`config.mk`:
```
export PLATFORM = sky130hd
export DESIGN_NAME = traffic_light_ctrl_flat
export DESIGN_NICKNAME = d
export VERILOG_FILES = /design/src/rtl/traffic_pkg.sv /design/src/rtl/traffic_light_ctrl_if.sv /design/src/rtl/rr_next_dir.sv /design/src/rtl/traffic_light_ctrl.sv /design/src/flat_wrapper.sv
export SDC_FILE = /design/constraint.sdc
export NUM_CORES = 1
export LEC_CHECK = 0
export BUFFER_PORTS_ARGS = -buffer_cell sky130_fd_sc_hd__buf_4
export CORE_MARGIN = 1.5
export CORE_UTILIZATION = 30
export CTS_BUF_LIST = sky130_fd_sc_hd__clkbuf_8
export DETAILED_ROUTE_END_ITERATION = 10
export HOLD_SLACK_MARGIN = 0.05
export PLACE_DENSITY = 0.56
export SLEW_MARGIN = 10
export SYNTH_ARGS = -nofsm -noshare
export SYNTH_HDL_FRONTEND = slang
export SYNTH_SLANG_ARGS = --single-unit
```
`constraint.sdc`:
```
create_clock -name clk -period 5.24 [get_ports clk]
set_clock_uncertainty 0.2 [all_clocks]
set_input_delay 1.048 -clock clk [delete_from_list [all_inputs] [get_ports clk]]
set_output_delay 1.048 -clock clk [all_outputs]
set_load 0.01 [all_outputs]
```
`src/rtl/traffic_pkg.sv`:
```
// Shared types and lamp encodings for the N-way intersection controller.
package traffic_pkg;

    typedef enum logic [1:0] {
        GREEN  = 2'd0,
        YELLOW = 2'd1,
        ALLRED = 2'd2,
        FLASH  = 2'd3
    } phase_e;

    localparam int LAMP_W = 3;

    // Lamp field order is {R,Y,G}.
    localparam logic [LAMP_W-1:0] LAMP_RED = 3'b100;
    localparam logic [LAMP_W-1:0] LAMP_YEL = 3'b010;
    localparam logic [LAMP_W-1:0] LAMP_GRN = 3'b001;
    localparam logic [LAMP_W-1:0] LAMP_OFF = 3'b000;

    function automatic int max_dur(int a, int b, int c, int d);
        int m;
        m = a;
        if (b > m) m = b;
        if (c > m) m = c;
        if (d > m) m = d;
        return m;
    endfunction

endpackage

```
`src/rtl/traffic_light_ctrl_if.sv`:
```
// Sensor/preempt inputs and lamp-driver outputs of one intersection controller.
interface traffic_light_ctrl_if #(
    parameter int N_DIR = 4
) ();
    localparam int DIR_W = (N_DIR > 1) ? $clog2(N_DIR) : 1;

    logic [N_DIR-1:0]   req;
    logic               preempt;
    logic [DIR_W-1:0]   preempt_dir;
    logic               flash;
    logic [N_DIR*3-1:0] light;
    logic [DIR_W-1:0]   active_dir;
    logic [1:0]         phase;

    modport master (
        output req, preempt, preempt_dir, flash,
        input  light, active_dir, phase
    );

    modport slave (
        input  req, preempt, preempt_dir, flash,
        output light, active_dir, phase
    );
endinterface

```
`src/rtl/rr_next_dir.sv`:
```
// Round-robin search of the demand vector, starting one past the active direction.
module rr_next_dir #(
    parameter int N_DIR = 4,
    parameter int DIR_W = 2
) (
    input  logic [N_DIR-1:0] req,
    input  logic [DIR_W-1:0] active_dir,
    output logic [DIR_W-1:0] next_dir,
    output logic             found
);
    logic [DIR_W-1:0] idx;

    function automatic logic [DIR_W-1:0] step(logic [DIR_W-1:0] d);
        return (d == DIR_W'(N_DIR - 1)) ? '0 : d + DIR_W'(1);
    endfunction

    // Only the other N_DIR-1 directions are searched; with no hit, next_dir is the plain successor.
    always_comb begin
        found    = 1'b0;
        idx      = step(active_dir);
        next_dir = idx;
        for (int off = 1; off < N_DIR; off++) begin
            if (!found && req[idx]) begin
                found    = 1'b1;
                next_dir = idx;
            end
            idx = step(idx);
        end
    end
endmodule

```
`src/rtl/traffic_light_ctrl.sv`:
```
// N-way intersection controller: timed green/yellow/all-red rotation with demand
// skipping, emergency preemption and night flashing; all outputs come from flops.
module traffic_light_ctrl
    import traffic_pkg::*;
#(
    parameter int N_DIR      = 4,
    parameter int GREEN_CYC  = 8,
    parameter int YELLOW_CYC = 4,
    parameter int ALLRED_CYC = 1,
    parameter int FLASH_HALF = 2,
    parameter int SKIP_EN    = 1
) (
    input logic                 clk,
    input logic                 reset,
    traffic_light_ctrl_if.slave bus
);
    localparam int DIR_W   = (N_DIR > 1) ? $clog2(N_DIR) : 1;
    localparam int MAX_DUR = max_dur(GREEN_CYC, YELLOW_CYC, ALLRED_CYC, FLASH_HALF);
    localparam int CNT_W   = $clog2(MAX_DUR) + 1;

    localparam logic [CNT_W-1:0] G_LAST = CNT_W'(GREEN_CYC - 1);
    localparam logic [CNT_W-1:0] Y_LAST = CNT_W'(YELLOW_CYC - 1);
    localparam logic [CNT_W-1:0] A_LAST = CNT_W'(ALLRED_CYC - 1);
    localparam logic [CNT_W-1:0] F_LAST = CNT_W'(FLASH_HALF - 1);

    phase_e             state_q, state_d;
    logic [CNT_W-1:0]   cnt_q, cnt_d;
    logic [DIR_W-1:0]   active_dir_q, active_dir_d;
    logic [DIR_W-1:0]   next_dir_q, next_dir_d;
    logic               flash_on_q, flash_on_d;
    logic [N_DIR*3-1:0] light_q, light_d;

    logic [DIR_W-1:0]   rr_dir;
    logic               rr_found;
    logic [DIR_W-1:0]   dir_inc;
    logic [DIR_W-1:0]   pick_dir;

    rr_next_dir #(
        .N_DIR (N_DIR),
        .DIR_W (DIR_W)
    ) u_rr (
        .req        (bus.req),
        .active_dir (active_dir_q),
        .next_dir   (rr_dir),
        .found      (rr_found)
    );

    assign dir_inc  = (active_dir_q == DIR_W'(N_DIR - 1)) ? '0 : active_dir_q + DIR_W'(1);
    assign pick_dir = (SKIP_EN != 0) ? rr_dir : dir_inc;

    always_comb begin
        state_d      = state_q;
        cnt_d        = cnt_q + CNT_W'(1);
        active_dir_d = active_dir_q;
        next_dir_d   = next_dir_q;
        flash_on_d   = flash_on_q;
        case (state_q)
            GREEN: begin
                if (bus.preempt && bus.preempt_dir != active_dir_q) begin
                    state_d    = YELLOW;
                    cnt_d      = '0;
                    next_dir_d = pick_dir;
                end else if (bus.preempt) begin
                    cnt_d = '0;
                end else if (cnt_q == G_LAST) begin
                    cnt_d = '0;
                    if (SKIP_EN == 0 || rr_found) begin
                        state_d    = YELLOW;
                        next_dir_d = pick_dir;
                    end
                end
            end
            YELLOW: begin
                if (cnt_q == Y_LAST) begin
                    state_d = ALLRED;
                    cnt_d   = '0;
                end
            end
            ALLRED: begin
                if (cnt_q == A_LAST) begin
                    cnt_d = '0;
                    if (bus.preempt) begin
                        state_d      = GREEN;
                        active_dir_d = bus.preempt_dir;
                    end else if (bus.flash) begin
                        state_d    = FLASH;
                        flash_on_d = 1'b1;
                    end else begin
                        state_d      = GREEN;
                        active_dir_d = next_dir_q;
                    end
                end
            end
            FLASH: begin
                // Preemption leaves flash through a full all-red clearance.
                if (bus.preempt || !bus.flash) begin
                    state_d = ALLRED;
                    cnt_d   = '0;
                    if (!bus.preempt) next_dir_d = '0;
                end else if (cnt_q == F_LAST) begin
                    cnt_d      = '0;
                    flash_on_d = ~flash_on_q;
                end
            end
            default: begin
                state_d = ALLRED;
                cnt_d   = '0;
            end
        endcase
    end

    function automatic logic [LAMP_W-1:0] lamp_of(phase_e st, logic is_active, logic on);
        case (st)
            GREEN:   return is_active ? LAMP_GRN : LAMP_RED;
            YELLOW:  return is_active ? LAMP_YEL : LAMP_RED;
            FLASH:   return on ? LAMP_YEL : LAMP_OFF;
            default: return LAMP_RED;
        endcase
    endfunction

    // Lamps are decoded from next-state values so the registered copy matches state_q.
    for (genvar d = 0; d < N_DIR; d++) begin : g_lamp
        assign light_d[3*d +: 3] = lamp_of(state_d, active_dir_d == DIR_W'(d), flash_on_d);
    end

    always_ff @(posedge clk or negedge reset) begin
        if (!reset) begin
            state_q      <= ALLRED;
            cnt_q        <= '0;
            active_dir_q <= '0;
            next_dir_q   <= '0;
            flash_on_q   <= 1'b1;
            light_q      <= {N_DIR{LAMP_RED}};
        end else begin
            state_q      <= state_d;
            cnt_q        <= cnt_d;
            active_dir_q <= active_dir_d;
            next_dir_q   <= next_dir_d;
            flash_on_q   <= flash_on_d;
            light_q      <= light_d;
        end
    end

    assign bus.light      = light_q;
    assign bus.active_dir = active_dir_q;
    assign bus.phase      = state_q;
endmodule

```
`src/flat_wrapper.sv`:
```
// flat-port wrapper written by rule: the top's interface ports become plain ports
module traffic_light_ctrl_flat import traffic_pkg::*;
#(
    parameter int N_DIR      = 4,
    parameter int GREEN_CYC  = 8,
    parameter int YELLOW_CYC = 4,
    parameter int ALLRED_CYC = 1,
    parameter int FLASH_HALF = 2,
    parameter int SKIP_EN    = 1
)
  (clk, reset, bus_req, bus_preempt, bus_preempt_dir, bus_flash, bus_light, bus_active_dir, bus_phase);
  traffic_light_ctrl_if #(.N_DIR(N_DIR)) bus_i ();
  input logic clk;
  input logic reset;
  input wire logic [$bits(bus_i.req)-1:0] bus_req;
  input wire logic [$bits(bus_i.preempt)-1:0] bus_preempt;
  input wire logic [$bits(bus_i.preempt_dir)-1:0] bus_preempt_dir;
  input wire logic [$bits(bus_i.flash)-1:0] bus_flash;
  output wire logic [$bits(bus_i.light)-1:0] bus_light;
  output wire logic [$bits(bus_i.active_dir)-1:0] bus_active_dir;
  output wire logic [$bits(bus_i.phase)-1:0] bus_phase;
  assign bus_i.req = bus_req;
  assign bus_i.preempt = bus_preempt;
  assign bus_i.preempt_dir = bus_preempt_dir;
  assign bus_i.flash = bus_flash;
  assign bus_light = bus_i.light;
  assign bus_active_dir = bus_i.active_dir;
  assign bus_phase = bus_i.phase;
  traffic_light_ctrl #(.N_DIR(N_DIR), .GREEN_CYC(GREEN_CYC), .YELLOW_CYC(YELLOW_CYC), .ALLRED_CYC(ALLRED_CYC), .FLASH_HALF(FLASH_HALF), .SKIP_EN(SKIP_EN)) u_core (.clk(clk), .reset(reset), .bus(bus_i));
endmodule
```
==> flow_summary.yaml <==
critical_path:
  cp.depth: 6
  crit_type: "reg -> reg"
  cp_slowest_cell: "dfrtp_1"
  cp_slowest_stage_delay_ns: 0.55
  cp_cell_sequence: "ha_1, xnor2_2, mux2_4, o2111a_1, or4_4, a21boi_0"
  r2r-start: "u_core.bus.active_dir[0]"
  r2r_cells: 6
  r2r_setup_slack_ns: 2.30
  critPathBufInv: 0
  cp-end-kind: "register"
  crit_fanout: 13
  crit_family: "flip-flops"
  timing.rr.end: "u_core.bus.light[8]"
  crit_required_ns: 5.23
  arrival_ns: 2.93
  start_kind: "register"
final_layout:
  final_common_cell: "buf_4"
  drive_gt1_frac: 0.271
  synthToLayoutAreaGrowth_pct: 18.7
  instances_no_fill: 244
  final_cell_mix: "25 x buf_4, 17 x dfrtp_1, 14 x nor2_1, 11 x inv_1"
  antenna_cells: 0
  fin_area_sq_um: 1800
  final_nets: 197
  final_util: 0.376
logic_synthesis:
  yosys_warnings: 0
  ys_ff_latch: 23
  syn_area_sq_um: 1520
  syn_nets: 173
  syn_area_per_cell_sq_um: 9.84
  synth_edf_count: 0
  async_flop_share: 1.00
  yosysUniqueCellTypes: 51
  synth_flop_cell: "dfrtp_1"
  synthCells: 154
  yosysSeqAreaShare: 0.385
clock_tree:
  clock-root-buffer: "clkbuf_8"
  clock-sinks: 23
  holdBufCountCts: 0
  cts_tree: "yes"
  cts_buffer_depth: 2
  clk_pin_slew_ns: 0.09
  numCtsBuffers: 3
  cts_setup_buffers: 0
  cts_resized: 0
  ctsHtreeMaxLevel: 1
  clk_latency_ns: 0.27
grt:
  antenna_found_initial: 0
  grtUsageTotal: 0.126
  grt_pass1_wl_mm: 5.40
  grt_pass1_vias: 1188
  grt_max_degree: 24
  grt-ovfl-total: 0
timing:
  slew_viol_final: 0
  fin_setup_tns_ns: 0
  relSlewSlack: 0.535
  fmax_mhz: 340
  setup_violations: 0
  holdWs_ns: 0.316
  hold_viol: 0
  rsz0062_at_grt: "no"
  min_period_over_period: 0.561
  fin_crit_ns: 2.94
  tightest_slew_ns: 0.687
min_path:
  hold_class: "reg -> reg"
  min_from: "u_core.cnt_q[0]"
  hold_depth: 1
  hold_end: "u_core.cnt_q[0]"
power:
  leakagePower_nw: 0.791
  peakVddDrop_mv: 0.164
  powerDensity_nw_per_um2: 516
floorplan:
  die_h_um: 74.1
  die-area_sq_um: 5490
  die_w_um: 74.1
  io_pins: 26
  start_util: 0.317
  row_count: 25
  core_area_sq_um: 4790
run_status:
  outcome: "finished, final reports clean"
routing:
  wire_per_inst_um: 13.3
  dr.pass1.iters: 4
  vias: 1230
  drcViolationCount: 0
  via_per_inst: 5.04
  drtIter0Drc: 49
  wirelength_mm: 3.26
  ant_nets: 0
placement:
  dp_hpwl_mm: 2.50
  io_buffers: 25
  dpl_cell_area_sq_um: 1750
  dp.cells: 240
  finalWeightedCongestion: 0.829
flow_run:
  max_cap_violations: 0
## synthesized netlist by cell type, drive strengths merged, types with 3 or more instances
cell type / instances / area (sq um)
dfrtp: 17 / 425
nor2: 14 / 52.6
inv: 12 / 45.0
a21oi: 9 / 45.0
ha: 9 / 113
dfstp: 6 / 158
mux2i: 6 / 60.1
nand2b: 5 / 31.3
nor2b: 5 / 31.3
o21ai: 5 / 25.0
a21boi: 4 / 30.0
buf: 4 / 32.5
nor4: 4 / 25.0
mux2: 3 / 37.5
nand2: 3 / 11.3
nand4: 3 / 18.8
o311ai: 3 / 26.3
or4: 3 / 30.0
xnor2: 3 / 33.8
## layout make-up
cell class	instances	area, sq um
fill	507	2990
multi-input combinational	113	853
sequential	23	583
timing repair buffer	25	188
tap	67	83.8
inverter	12	45.0
clock buffer	3	41.3
clock inverter	1	5.00
## routing by layer
layer	GRT usage	vias up	wire length [um]
li1	-	612	-
met1	0.166	601	1580
met2	0.208	15	1520
met3	0.0352	2	140
met4	0.0267	0	17
met5	0	-	0
## stage by stage
stage | worst slack [ns] | power, mW
6_report | 2.30 | 0.928
2_1_floorplan | 2.55 | 0.690
4_1_cts | 2.09 | 0.935
3_3_place_gp | 2.21 | 0.813
5_1_grt | 1.99 | 1.01
3_5_place_dp | 2.13 | 0.821
## state kept, by name (all words and copies together), names as in the netlist
signal / count
u_core.cnt_q: 4
u_core.flash_on_q: 1
u_core.bus.light: 12
u_core.bus.phase: 2
u_core.next_dir_q: 2
u_core.bus.active_dir: 2
## how the worst max path moves through the flow
stage / from / to
after floorplan: bus_preempt / u_core.bus.light[2]
after global placement: u_core.bus.phase[0] / u_core.bus.light[1]
after detailed placement: u_core.bus.phase[1] / u_core.bus.light[2]
after CTS: u_core.bus.phase[1] / u_core.bus.light[2]
after global routing: u_core.bus.phase[0] / u_core.bus.light[2]
final: u_core.bus.active_dir[0] / u_core.bus.light[8]
## power by group
group / internal [mW] / switching (mW)
clock: 0.0531 / 0.0563
sequential: 0.249 / 0.0521
combinational: 0.241 / 0.277
## cells by family (layout without fill, tap and decap cells)
group	Yosys count	in the layout	synth area share
adder cells (fa/ha/maj)	9	9	0.0743
multiplexers	9	9	0.0644
buffers and inverters	18	41	0.0562
AND/OR/NAND/NOR	48	48	0.185
XOR/XNOR	5	5	0.0339
flip-flops	23	23	0.385
AO/OA/AOI/OAI	42	42	0.201
Power figures use the tool's default switching activity.
